$ cat src/rtl/if_prefetch.sv
// Instruction fetch unit: issues one word request at a time and buffers
// returned instructions with their PC in a DEPTH-entry queue for IF/ID.
module if_prefetch #(
  parameter int unsigned DEPTH    = 4,
  parameter logic [31:0] RESET_PC = 32'h0000_0000
) (
  input  logic        clk,
  input  logic        reset,
  output logic        imem_req,
  output logic [31:0] imem_addr,
  input  logic        imem_ready,
  input  logic        imem_rvalid,
  input  logic [31:0] imem_rdata,
  output logic        out_valid,
  output logic [31:0] out_instr,
  output logic [31:0] out_pc4,
  input  logic        out_ready,
  input  logic        redirect,
  input  logic [31:0] redirect_target
);

  localparam int unsigned PTR_W = $clog2(DEPTH);
  localparam logic [PTR_W:0]   DEPTH_C = (PTR_W + 1)'(DEPTH);
  localparam logic [PTR_W:0]   CNT_ONE = (PTR_W + 1)'(1);
  localparam logic [PTR_W-1:0] PTR_ONE = PTR_W'(1);

  localparam logic [1:0] S_REQ   = 2'd0;
  localparam logic [1:0] S_WAIT  = 2'd1;
  localparam logic [1:0] S_DRAIN = 2'd2;

  logic [1:0]       state_q, state_d;
  logic [31:0]      fetch_pc_q, fetch_pc_d;
  logic [31:0]      pend_pc_q, pend_pc_d;
  logic [PTR_W-1:0] rd_ptr_q, rd_ptr_d;
  logic [PTR_W-1:0] wr_ptr_q, wr_ptr_d;
  logic [PTR_W:0]   count_q, count_d;
  logic [31:0]      fifo_instr_q [DEPTH];
  logic [31:0]      fifo_instr_d [DEPTH];
  logic [31:0]      fifo_pc_q    [DEPTH];
  logic [31:0]      fifo_pc_d    [DEPTH];

  logic pop;
  logic push;
  logic xfer;
  logic room;

  always_comb begin
    out_valid = (count_q != '0);
    out_instr = fifo_instr_q[rd_ptr_q];
    out_pc4   = fifo_pc_q[rd_ptr_q] + 32'd4;
    pop       = out_valid & out_ready;
    // A slot is guaranteed only if the queue is not full after this cycle's pop
    room      = (count_q < DEPTH_C) | pop;
    imem_req  = (state_q == S_REQ) & room;
    imem_addr = fetch_pc_q;
    xfer      = imem_req & imem_ready;
    push      = (state_q == S_WAIT) & imem_rvalid & ~redirect;
  end

  always_comb begin
    state_d      = state_q;
    fetch_pc_d   = fetch_pc_q;
    pend_pc_d    = pend_pc_q;
    rd_ptr_d     = rd_ptr_q;
    wr_ptr_d     = wr_ptr_q;
    count_d      = count_q;
    fifo_instr_d = fifo_instr_q;
    fifo_pc_d    = fifo_pc_q;

    case (state_q)
      S_REQ: begin
        if (xfer) begin
          pend_pc_d  = fetch_pc_q;
          fetch_pc_d = fetch_pc_q + 32'd4;
          state_d    = S_WAIT;
        end
      end
      S_WAIT:  if (imem_rvalid) state_d = S_REQ;
      S_DRAIN: if (imem_rvalid) state_d = S_REQ;
      default: state_d = S_REQ;
    endcase

    if (push) begin
      fifo_instr_d[wr_ptr_q] = imem_rdata;
      fifo_pc_d[wr_ptr_q]    = pend_pc_q;
      wr_ptr_d               = wr_ptr_q + PTR_ONE;
    end
    if (pop) rd_ptr_d = rd_ptr_q + PTR_ONE;
    if (push && !pop) count_d = count_q + CNT_ONE;
    if (pop && !push) count_d = count_q - CNT_ONE;

    // DRAIN is kept only while a response is still owed; one arriving this
    // cycle is the stale one, so fetch can restart immediately.
    if (redirect) begin
      rd_ptr_d   = '0;
      wr_ptr_d   = '0;
      count_d    = '0;
      fetch_pc_d = redirect_target & 32'hFFFF_FFFC;
      if (((state_q == S_WAIT) || (state_q == S_DRAIN)) && !imem_rvalid)
        state_d = S_DRAIN;
      else if ((state_q == S_REQ) && xfer)
        state_d = S_DRAIN;
      else
        state_d = S_REQ;
    end
  end

  always_ff @(posedge clk) begin
    if (reset) begin
      state_q    <= S_REQ;
      fetch_pc_q <= RESET_PC;
      pend_pc_q  <= RESET_PC;
      rd_ptr_q   <= '0;
      wr_ptr_q   <= '0;
      count_q    <= '0;
    end else begin
      state_q    <= state_d;
      fetch_pc_q <= fetch_pc_d;
      pend_pc_q  <= pend_pc_d;
      rd_ptr_q   <= rd_ptr_d;
      wr_ptr_q   <= wr_ptr_d;
      count_q    <= count_d;
    end
  end

  always_ff @(posedge clk) begin
    fifo_instr_q <= fifo_instr_d;
    fifo_pc_q    <= fifo_pc_d;
  end

endmodule
$ cat config.mk
export PLATFORM = sky130hd
export DESIGN_NAME = if_prefetch
export DESIGN_NICKNAME = d
export VERILOG_FILES = /design/src/rtl/if_prefetch.sv
export SDC_FILE = /design/constraint.sdc
export NUM_CORES = 1
export LEC_CHECK = 0
export ABC_AREA = 1
export BUFFER_PORTS_ARGS = -buffer_cell sky130_fd_sc_hd__buf_2
export CORE_MARGIN = 2
export CORE_UTILIZATION = 55
export DETAILED_ROUTE_END_ITERATION = 12
export PLACE_DENSITY = 0.74
export SYNTH_ARGS = -nofsm -noshare
export SYNTH_HDL_FRONTEND = slang
export SYNTH_SLANG_ARGS = --single-unit
$ cat constraint.sdc
create_clock -name clk -period 4.45 [get_ports clk]
set_input_delay 0.445 -clock clk [delete_from_list [all_inputs] [get_ports clk]]
set_output_delay 0.445 -clock clk [all_outputs]
set_load 0.03 [all_outputs]
==> metrics.log <==
[metrics] switching portion of total power: 20.96%
[metrics] highest metal layer with signal wires: met4
[metrics] CTS buffer count: 31
[metrics] type of origin of the critical path: flop
[metrics] minimum hold slack: 103.6 ps
[metrics] fin crit period: 4072 ps
[metrics] initial drt markers: 979
[metrics] Post-DRT Antenna Nets: 0
[metrics] Internal Dissipation: 5.184 mW
[metrics] DRC viols: 0
[metrics] Post-synth EDFFs: 248
[metrics] root buffer cell: clkbuf_16
[metrics] predominant post-synthesis flop cell: edfxtp_1
[metrics] vias per inst: 5.373
[metrics] Seq cells post-synth: 317
[metrics] total length of routed met3 wires: 2447 um
[metrics] top-area cell type share of the netlist area: 52.09%
[metrics] number of I/O pins: 168
[metrics] result of the run: finished clean
[metrics] instance count along the most critical hold path: 1
[metrics] number of I/O port buffers: 161
[metrics] path depth of the worst reg2reg path: 6
[metrics] MaxCap Viol Count: 0
[metrics] critical path capture point type: primary output
[metrics] part of the total power dissipated in combinational logic: 4.9%
[metrics] post-synth top area cell: edfxtp_1
[metrics] Total Routing Usage GR: 23.17%
[metrics] data arrival at the endpoint of the critical path: 3630 ps
[metrics] register-to-register setup slack: 2000 ps
[metrics] post-layout instance area: 0.01651 mm2
[metrics] most area-consuming cells after synthesis: edfxtp_1 52%, nand2_1 13%, dfxtp_1 9.7%, nor2_1 4.2%, o21ai_0 3.9%
[metrics] count of nets after finishing: 1755
[metrics] Mapped Avg Cell Area: 9.313 um2
[metrics] Worst path most repeated cell: nand2_1
[metrics] GRT overflow: 0
[metrics] Final Setup Violations: 0
[metrics] beginning of the worst register-to-register path: rd_ptr_q[0]
[metrics] maximum number of pins on one net before global-route repair: 67
[metrics] cell-by-cell trace of the critical path: clkinv_2, buf_4, nand2_1, nand2_1, nand2_1, nand2_1, nand3_1, inv_1, nand2_1, nor2_2, nand2_1, nand2_1, nand2_1, buf_2
[metrics] area post-placement: 0.01533 mm2
[metrics] maximum single-stage delay on the critical path: 780 ps
[metrics] fraction of power consumed by the clock network: 44.7%
[metrics] path type of the worst min-delay path: in -> reg
[metrics] Worst slew margin: 45.35%
[metrics] vias after detailed routing: 10940
[metrics] final number of max-transition violations: 0
[metrics] Total Die Area: 0.02730 mm2
[metrics] number of sinks driven by the clock tree: 317
[metrics] Vert. Die Dim: 165.2 um
[metrics] via count of the first global-routing pass: 9849
[metrics] P_leak: 6.707 nW
[metrics] CTS clock-pin slew for the worst setup and hold paths: 60 ps
[metrics] routability cong.: 0.9033
[metrics] Std-Cell Rows: 59
[metrics] TNS Setup: 0 ps
[metrics] post-synthesis cell count: 1535
[metrics] antenna violations before repair: 2
[metrics] count of hold-fix buffers inserted at cts: 0
[metrics] number of unique standard cell types used by synthesis: 37
[metrics] class of the most critical setup path: reg -> out
[metrics] leading cell type by number of instances after synthesis: nand2_1
[metrics] maximum resistive drop on vdd: 307.4 uV
[metrics] post-detail-place hpwl: 20720 um
[metrics] layout cell share with drive strength beyond 1: 14.89%
[metrics] ratio of final minimum period to clock period: 91.51%
[metrics] cts repair resizes: 0
[metrics] post-CTS setup buffer count: 0
[metrics] worst clock skew: 10.50 ps
[metrics] worst-case hold path end point: fifo_instr_q[17]
[metrics] Detailed Route WL: 32160 um
[metrics] cell area power density: 397.2 mW/mm2
[metrics] register area share after synthesis: 61.75%
[metrics] Achievable Freq: 0.2456 GHz
[metrics] register share of total power: 50.4%
[metrics] FFs w/ async S/R, synth: 0%
[metrics] area growth from synthesis to layout: 15.48%
[metrics] met1 routed wirelength after detailed routing: 14110 um
[metrics] pin slew with the least headroom to its limit: 819.7 ps
[metrics] starting density of the core: 55.49%
[metrics] CP max stage cell: dfxtp_4
[metrics] maximum fanout along the worst path: 64
[metrics] horizontal die dimension: 165.2 um
[metrics] reg2reg end: rd_ptr_q[1]
[metrics] Yosys warning count: 0
[metrics] clock tree from TritonCTS: done
[metrics] origin of the worst min-delay path: imem_rdata[17]
[metrics] Pre-Repair DR Iteration Count: 5
[metrics] Detail Route met2 WL: 14920 um
[metrics] Core Region: 0.02576 mm2
[metrics] Worst EP required: 4010 ps
[metrics] H-Tree Level Count: 1
[metrics] net switching component of the power: 1.374 mW
[metrics] post-synthesis instance area: 0.01430 mm2
[metrics] RSZ-0062 raised after global routing: no
[metrics] top post-synthesis cells by count: 478 x nand2_1, 248 x edfxtp_1, 159 x nor2_1
[metrics] routed length per instance: 15.80 um
[metrics] final hold violation count: 0
[metrics] clock tree buffer depth: 3
[metrics] wire length of the first global-routing pass: 49820 um
[metrics] Worst-Skew Late Latency: 550 ps
-- per-stage QoR --
stage	util, %	worst slack (ps)	std cells	power (mW)
after floorplan	-	612.6	1538	3.560
after global placement	59.49	1024	1977	3.678
after detailed placement	59.49	973.9	1977	3.687
after CTS	64.06	378.4	2034	6.584
after global routing	64.08	9.931	2036	6.747
final	64.08	377.8	2036	6.558
-- cells in the final DEF (no fill, tap or decap), types with 2 or more instances in the layout --
cell | netlist | routed
clkinv_1 | 1 | 3
inv_1 | 111 | 111
edfxtp_1 | 248 | 248
nand2_2 | 3 | 3
xnor2_1 | 6 | 6
inv_6 | 0 | 3
nor3_1 | 8 | 8
a31oi_1 | 6 | 6
a21oi_1 | 63 | 63
nand2_1 | 478 | 478
ha_1 | 9 | 9
nor2_4 | 3 | 7
nand3_1 | 99 | 99
clkbuf_16 | 0 | 35
o211ai_1 | 2 | 2
nor2_1 | 159 | 155
diode_2 | 0 | 2
clkinv_2 | 0 | 6
dfxtp_1 | 69 | 67
buf_2 | 18 | 161
bufinv_16 | 0 | 7
clkbuf_1 | 38 | 3
buf_4 | 10 | 16
nor2_2 | 7 | 7
o22ai_1 | 32 | 32
conb_1 | 1 | 4
o21ai_0 | 112 | 112
xor2_1 | 20 | 20
or2_2 | 2 | 2
nand4_1 | 11 | 11
-- metal layers --
layer  GRT usage [%]  vias to the layer above
met5               0                        -
met4           6.838                        0
met3           2.897                       49
met2           37.31                      412
met1           33.30                     5063
li1                -                     5415
-- cells by family (layout without fill, tap and decap cells) --
| logic type | after synthesis | in the layout | synth area share, % |
|---|---|---|---|
| simple gates | 773 | 773 | 21.86 |
| flops | 317 | 317 | 61.75 |
| compound gates | 220 | 220 | 8.166 |
| buf+inv | 188 | 349 | 5.671 |
| xor+xnor | 26 | 26 | 1.593 |
| fa+ha+maj | 10 | 10 | 0.9277 |
| other cells | 1 | 6 | 0.02623 |
-- state kept, by name, summed over array words and instances (netlist names) --
signal and cells:
fifo_instr_q 128, fifo_pc_q 120, imem_addr 30, state_q 2, count_q 3, rd_ptr_q 2, wr_ptr_q 2, pend_pc_q 30
-- cell type report --
type	instances	area (um2)
Antenna cell	2	5.005
Clock buffer	39	900.9
Sequential cell	317	8833
Inverter	114	429.2
Timing Repair Buffer	178	945.9
Multi-Input combinational cell	1033	4698
Fill cell	2005	9254
Tap cell	335	419.2
Clock inverter	18	277.8
-- power by group through the flow --
stage                     Sequential, mW  Clock [mW]  Combinational [mW]
after floorplan                     3.38           0               0.180
after global placement              3.37           0               0.313
after detailed placement            3.37           0               0.320
after CTS                           3.30        2.96               0.322
after global routing                3.31        3.08               0.357
final                               3.31        2.93               0.322
-- worst max-delay path by stage --
stage | start | to | slack [ps] | depth (start not counted)
after CTS | rd_ptr_q[0] | out_pc4[22] | 380 | 14
after global routing | rd_ptr_q[0] | out_pc4[29] | 10 | 13
after floorplan | redirect | fifo_instr_q[0] | 610 | 3
after detailed placement | rd_ptr_q[0] | out_pc4[22] | 970 | 14
final | rd_ptr_q[0] | out_pc4[28] | 380 | 14
after global placement | rd_ptr_q[0] | out_pc4[27] | 1020 | 12
-- worst max-delay path: cells and delay by family (launching register included) --
| family | cells | cell delay, ps |
|---|---|---|
| buffers and inverters | 4 | 1240 |
| DFF | 1 | 780 |
| and+or+nand+nor | 10 | 980 |
Power figures use the tool's default switching activity.
